### config.mk
export PLATFORM = sky130hd
export DESIGN_NAME = dtc_window_vote
export DESIGN_NICKNAME = d
export VERILOG_FILES = /design/src/rtl/dtc_pkg.sv /design/src/rtl/dtc_bit_counter.sv /design/src/rtl/dtc_window_vote.sv
export SDC_FILE = /design/constraint.sdc
export NUM_CORES = 1
export LEC_CHECK = 0
export CAP_MARGIN = 40
export CORE_ASPECT_RATIO = 0.75
export CORE_UTILIZATION = 44
export CTS_CLUSTER_SIZE = 12
export DETAILED_ROUTE_END_ITERATION = 8
export PLACE_DENSITY = 0.65
export SYNTH_ARGS = -nofsm -noshare
export SYNTH_HDL_FRONTEND = slang
export SYNTH_SLANG_ARGS = --single-unit
export TNS_END_PERCENT = 5
### constraint.sdc
create_clock -name clk -period 7.1 [get_ports clk]
set_input_delay 0.71 -clock clk [delete_from_list [all_inputs] [get_ports clk]]
set_output_delay 0.71 -clock clk [all_outputs]
set_load 0.01 [all_outputs]
### src/rtl/dtc_pkg.sv
// Shared definitions for the decision-tree classifier subsystem.
// Optional build macro used by dtc_window_vote: DTC_VOTE_FLUSH_EN.
package dtc_pkg;

    localparam int CLASS_W = 7;
    localparam int FEAT_W  = 8;

    typedef enum logic {
        ACCUM = 1'b0,
        EMIT  = 1'b1
    } vote_state_e;

endpackage

### src/rtl/dtc_bit_counter.sv
// Per-bit occurrence counter for the window vote. Besides clearing, it
// exposes the count including a pending increment, so the voter can decide
// on the edge that accepts the final sample of a window.
module dtc_bit_counter #(
    parameter int CNT_W = 5
) (
    input  logic             clk,
    input  logic             rst,
    input  logic             inc_i,
    input  logic             clr_i,
    output logic [CNT_W-1:0] cnt_inc_o
);

    logic [CNT_W-1:0] cnt_q;
    logic [CNT_W-1:0] cnt_d;

    assign cnt_inc_o = cnt_q + CNT_W'(inc_i);

    // Next count: clear wins; clear and increment never coincide in practice.
    always_comb begin
        cnt_d = cnt_q;
        if (clr_i) begin
            cnt_d = '0;
        end else if (inc_i) begin
            cnt_d = cnt_inc_o;
        end
    end

    // Counter register with synchronous reset.
    always_ff @(posedge clk) begin
        if (rst) begin
            cnt_q <= '0;
        end else begin
            cnt_q <= cnt_d;
        end
    end

endmodule

### src/rtl/dtc_window_vote.sv
// Temporal majority vote over a window of classifier outputs.
// Each code bit is voted set when it appears in strictly more than half
// of the window's samples; ties resolve to 0.
// Build macro DTC_VOTE_FLUSH_EN adds a flush input that closes a partial
// window early (only when it holds at least one sample).
module dtc_window_vote
    import dtc_pkg::*;
#(
    parameter int WIN_LEN = 16,
    parameter int CNT_W   = $clog2(WIN_LEN + 1)
) (
    input  logic               clk,
    input  logic               rst,
`ifdef DTC_VOTE_FLUSH_EN
    input  logic               flush,
`endif
    input  logic               in_valid,
    output logic               in_ready,
    input  logic [CLASS_W-1:0] in_pred,
    output logic               out_valid,
    input  logic               out_ready,
    output logic [CLASS_W-1:0] out_vote,
    output logic [CNT_W-1:0]   out_nsamp
);

    localparam logic [CNT_W-1:0] WIN_CNT = CNT_W'(WIN_LEN);

    vote_state_e        state_q, state_d;
    logic [CNT_W-1:0]   nsamp_q, nsamp_d;
    logic [CNT_W-1:0]   nsamp_inc;
    logic [CLASS_W-1:0] vote_q, vote_d;
    logic [CNT_W-1:0]   onsamp_q, onsamp_d;
    logic [CLASS_W-1:0] vote_now;
    logic [CNT_W-1:0]   cnt_inc [CLASS_W];
    logic               accept;
    logic               flush_req;
    logic               close_win;
    logic               emit_done;

    // Handshake signals depend only on the state register and reset, so
    // there is no combinational path from out_ready to in_ready.
    assign in_ready  = (state_q == ACCUM) && !rst;
    assign out_valid = (state_q == EMIT);
    assign out_vote  = vote_q;
    assign out_nsamp = onsamp_q;

    assign accept    = in_valid && in_ready;
    assign nsamp_inc = nsamp_q + CNT_W'(accept);
    assign emit_done = (state_q == EMIT) && out_ready;

`ifdef DTC_VOTE_FLUSH_EN
    assign flush_req = flush && (nsamp_inc != '0);
`else
    assign flush_req = 1'b0;
`endif

    assign close_win = (state_q == ACCUM) &&
                       ((accept && (nsamp_inc == WIN_CNT)) || flush_req);

    // One counter per code bit plus its strict-majority compare, done at
    // CNT_W+1 bits so 2*count cannot overflow.
    generate
        for (genvar gi = 0; gi < CLASS_W; gi++) begin : g_bit
            dtc_bit_counter #(
                .CNT_W (CNT_W)
            ) u_cnt (
                .clk       (clk),
                .rst       (rst),
                .inc_i     (accept && in_pred[gi]),
                .clr_i     (emit_done),
                .cnt_inc_o (cnt_inc[gi])
            );
            assign vote_now[gi] = {cnt_inc[gi], 1'b0} > {1'b0, nsamp_inc};
        end
    endgenerate

    // Next-state logic: accumulate until the window closes, hold the
    // result until the consumer takes it, then start a fresh window.
    always_comb begin
        state_d  = state_q;
        nsamp_d  = nsamp_q;
        vote_d   = vote_q;
        onsamp_d = onsamp_q;
        case (state_q)
            ACCUM: begin
                nsamp_d = nsamp_inc;
                if (close_win) begin
                    state_d  = EMIT;
                    vote_d   = vote_now;
                    onsamp_d = nsamp_inc;
                end
            end
            EMIT: begin
                if (out_ready) begin
                    state_d = ACCUM;
                    nsamp_d = '0;
                end
            end
            default: state_d = ACCUM;
        endcase
    end

    // State, sample count and held result registers.
    always_ff @(posedge clk) begin
        if (rst) begin
            state_q  <= ACCUM;
            nsamp_q  <= '0;
            vote_q   <= '0;
            onsamp_q <= '0;
        end else begin
            state_q  <= state_d;
            nsamp_q  <= nsamp_d;
            vote_q   <= vote_d;
            onsamp_q <= onsamp_d;
        end
    end

endmodule

==> reports/results.ini <==
[setup_path]
reg2reg_slack_ns = 3.73
timing.rr.end = out_vote[0]$_SDFFE_PP0P_
critical_path_required_ns = 7.28
max_stage_delay_ns = 0.72
worstPathCellList = clkdlybuf4s50_1, buf_4, nor3b_2, ha_1, ha_1, xnor2_1, ha_1, a21o_1, a211o_1, o211ai_1, a311oi_1
rr_startpoint = out_valid$_SDFF_PP0_
crit_family = adder cells
cp_slowest_cell = xnor2_1
rr_worst_depth = 9
start_kind = input pin
path_common_cell = ha_1
critPathMaxFanout = 26
path_buf_inv = 2
worst_setup_path_end_kind = flop
critPathKind = input pin to flop
worstPathArrival_ns = 3.85

[global_routing]
grt_pass1_wl_um = 11300
grt_overflow = 0
antenna_found_initial = 0
grt_usage_pct = 18.5
grt_max_degree = 27
grt_pass1_vias = 2353

[final_layout]
n_fill_cell = 643
diodes = 0
areaGrowthSynthToFinish_pct = 13.7
final_layout_size_suffix_gt1_share_pct = 8.31
fin_nets = 416

[route]
highest_layer = met4
drtIter0Drc = 50
route.detailed.drc = 0
drtPass1Iterations = 5
met2_length_um = 2820
wl_met1_um = 3480
drt-total-wl_um = 6570
viasPerCell = 5.31
num_vias = 2436
met3_length_um = 223
final_antenna_net_count = 0
wl_per_cell_um = 14.3

[synthesis]
synthTopCellsByArea = dfxtp_1 (32%), ha_1 (17%), xor2_1 (9.4%), nor2_1 (4.6%), mux2i_1 (4.3%)
synth_edf_count = 0
syn-num-nets = 399
ys_ff_latch = 53
ys_types = 38
seq_area_frac_synth_pct = 32.5
avgSynthCellArea_um2 = 9.53
synth_ff_type = dfxtp_1
syn_area_um2 = 3270
ys_warn_count = 0
ys_async_sr_fraction_pct = 0
synth_most_common_cell = dfxtp_1
yosys-top-cells-count = dfxtp_1 (53), ha_1 (45), nor2_1 (40)
synth_cells = 343
yosysTopAreaCell = dfxtp_1
yosys.area.top_type_share_pct = 32.5

[power]
totalPowerFinal_mw = 0.571
intPower_mw = 0.438
swShare_pct = 23.3
leakagePower_nw = 1.57
vdd_drop_max_v = 0.0000790
power.switching_mw = 0.133
combinationalPowerShare_pct = 9.4
pwr-share-seq_pct = 52.5
p_clk_share_pct = 38.1
p_per_area_nw_per_um2 = 154

[sta]
setup_viol = 0
rsz0062_at_grt = false
fin_crit_sh_pct = 51.7
hold_violations = 0
clock_skew_ns = 0.00507
fin_ws_ns = 3.43
max_slew.worst_pin.slew_ns = 0.887
tns_ns = 0
fmax_mhz = 272
slew_headroom_pct = 40.4
min_period_ns = 3.67
maxSlewViolCount = 0
hold_ws_ns = 0.491

[floorplan]
die_x_um = 102
start_util_pct = 46.7
core_area_um2 = 6990
ios = 25
dieHeight_um = 76.7
die_area_um2 = 7780
rows = 26

[worst_hold_path]
holdCritStartpoint = out_nsamp[4]$_SDFFE_PP0P_
hold-path-cell-count = 1
hold_path.class = flop to flop
whs_endpoint = out_nsamp[4]$_SDFFE_PP0P_

[clock_network]
cts-htree-levels = 2
clk_pin_slew_worst_paths_ns = 0.10
hold_buffers = 0
cts_buffers = 5
clock_path_buffers = 2
cts_sinks = 53
clk_latency_ns = 0.31
cts-resized-gates = 0
cts-root-buf = clkbuf_8
cts_tree = yes
cts_setup_buffers = 0

[flow_run]
max_cap_violations = 0

[outcome]
status = finished clean

[placed_design]
dp_slack_ns = 3.09
port-buffer-count = 24
finalWeightedCongestion = 0.780
dp_hpwl_um = 4720

==> placed cells by master (no fill, tap or decap), types with 2 or more instances in the layout <==
cell type and n:
a211o_1 5, dfxtp_1 53, buf_4 2, nor3b_2 5, a311oi_2 4, clkdlybuf4s50_1 24
nand4_1 19, ha_1 45, xnor2_1 8, clkbuf_8 6, mux2i_1 14, inv_2 2
o22a_1 2, clkdlybuf4s18_2 2, a311oi_1 3, a31oi_1 7, o211ai_1 5, nor2_1 40
nand2b_1 2, nor2b_1 5, nor4bb_1 7, o21ai_0 3, a21oi_1 6, a21o_1 6
o31ai_1 2, nand3_1 16, nand2_1 16, clkdlybuf4s15_2 3, xor2_1 35
==> worst max path at each step <==
stage                     from                  endpoint  depth (start not counted)
after floorplan            rst  out_vote[6]$_SDFFE_PP0P_                         10
after global placement     rst  out_vote[6]$_SDFFE_PP0P_                         10
after detailed placement   rst  out_vote[5]$_SDFFE_PP0P_                         11
after CTS                  rst  out_vote[0]$_SDFFE_PP0P_                         11
after global routing       rst  out_vote[0]$_SDFFE_PP0P_                         11
final                      rst  out_vote[0]$_SDFFE_PP0P_                         11
==> registers in the layout, indices dropped and copies added (netlist names) <==
| register | cells |
|---|---|
| g_bit.u_cnt.cnt_q | 35 |
| nsamp_q | 5 |
| out_nsamp | 5 |
| out_valid | 1 |
| out_vote | 7 |
==> per-stage QoR <==
step / instance area, um^2 / std cells / util, %
floorplan: 3270 / 343 / -
global placement: 3530 / 444 / 50.5
detailed placement: 3600 / 451 / 51.4
CTS: 3720 / 459 / 53.1
global route: 3720 / 459 / 53.1
finish: 3720 / 459 / 53.1
==> final cells by class <==
type / count / area [um^2] / area share, %
multi-input cells: 264 / 2080 / 56.1
flip-flops and latches: 53 / 1060 / 28.5
repair buffers: 33 / 318 / 8.55
well taps: 98 / 123 / 3.30
clock buffers: 6 / 82.6 / 2.22
clock inverters: 2 / 37.5 / 1.01
inverters: 3 / 11.3 / 0.303
==> kinds of logic after synthesis <==
family	synth area share [%]
AO/OA/AOI/OAI	10.6
XOR/XNOR	12.5
adder cells (fa/ha/maj)	17.2
buffers and inverters	3.79
flip-flops	32.5
multiplexers	4.29
AND/OR/NAND/NOR	19.1
==> power by group through the flow <==
stage	clock network (mW)	logic (mW)	registers, mW
detailed placement	0	0.0529	0.306
global placement	0	0.0498	0.306
global route	0.237	0.0591	0.300
finish	0.218	0.0539	0.300
floorplan	0	0.0357	0.306
CTS	0.227	0.0534	0.300
==> worst reg2reg max path: stages, from the launching register on <==
cell and delay, ns:
dfxtp_1 0.84, nor3b_2 0.16, ha_1 0.23, ha_1 0.23
xnor2_1 0.72, ha_1 0.39, a21o_1 0.18, a211o_1 0.28
o211ai_1 0.10, a311oi_1 0.12
==> per-layer routing <==
metal,up-vias,GRT usage [%]
met5,-,0
li1,1265,-
met2,36,27.6
met4,0,4.64
met3,6,3.65
met1,1129,26.9
Power figures use the tool's default switching activity.
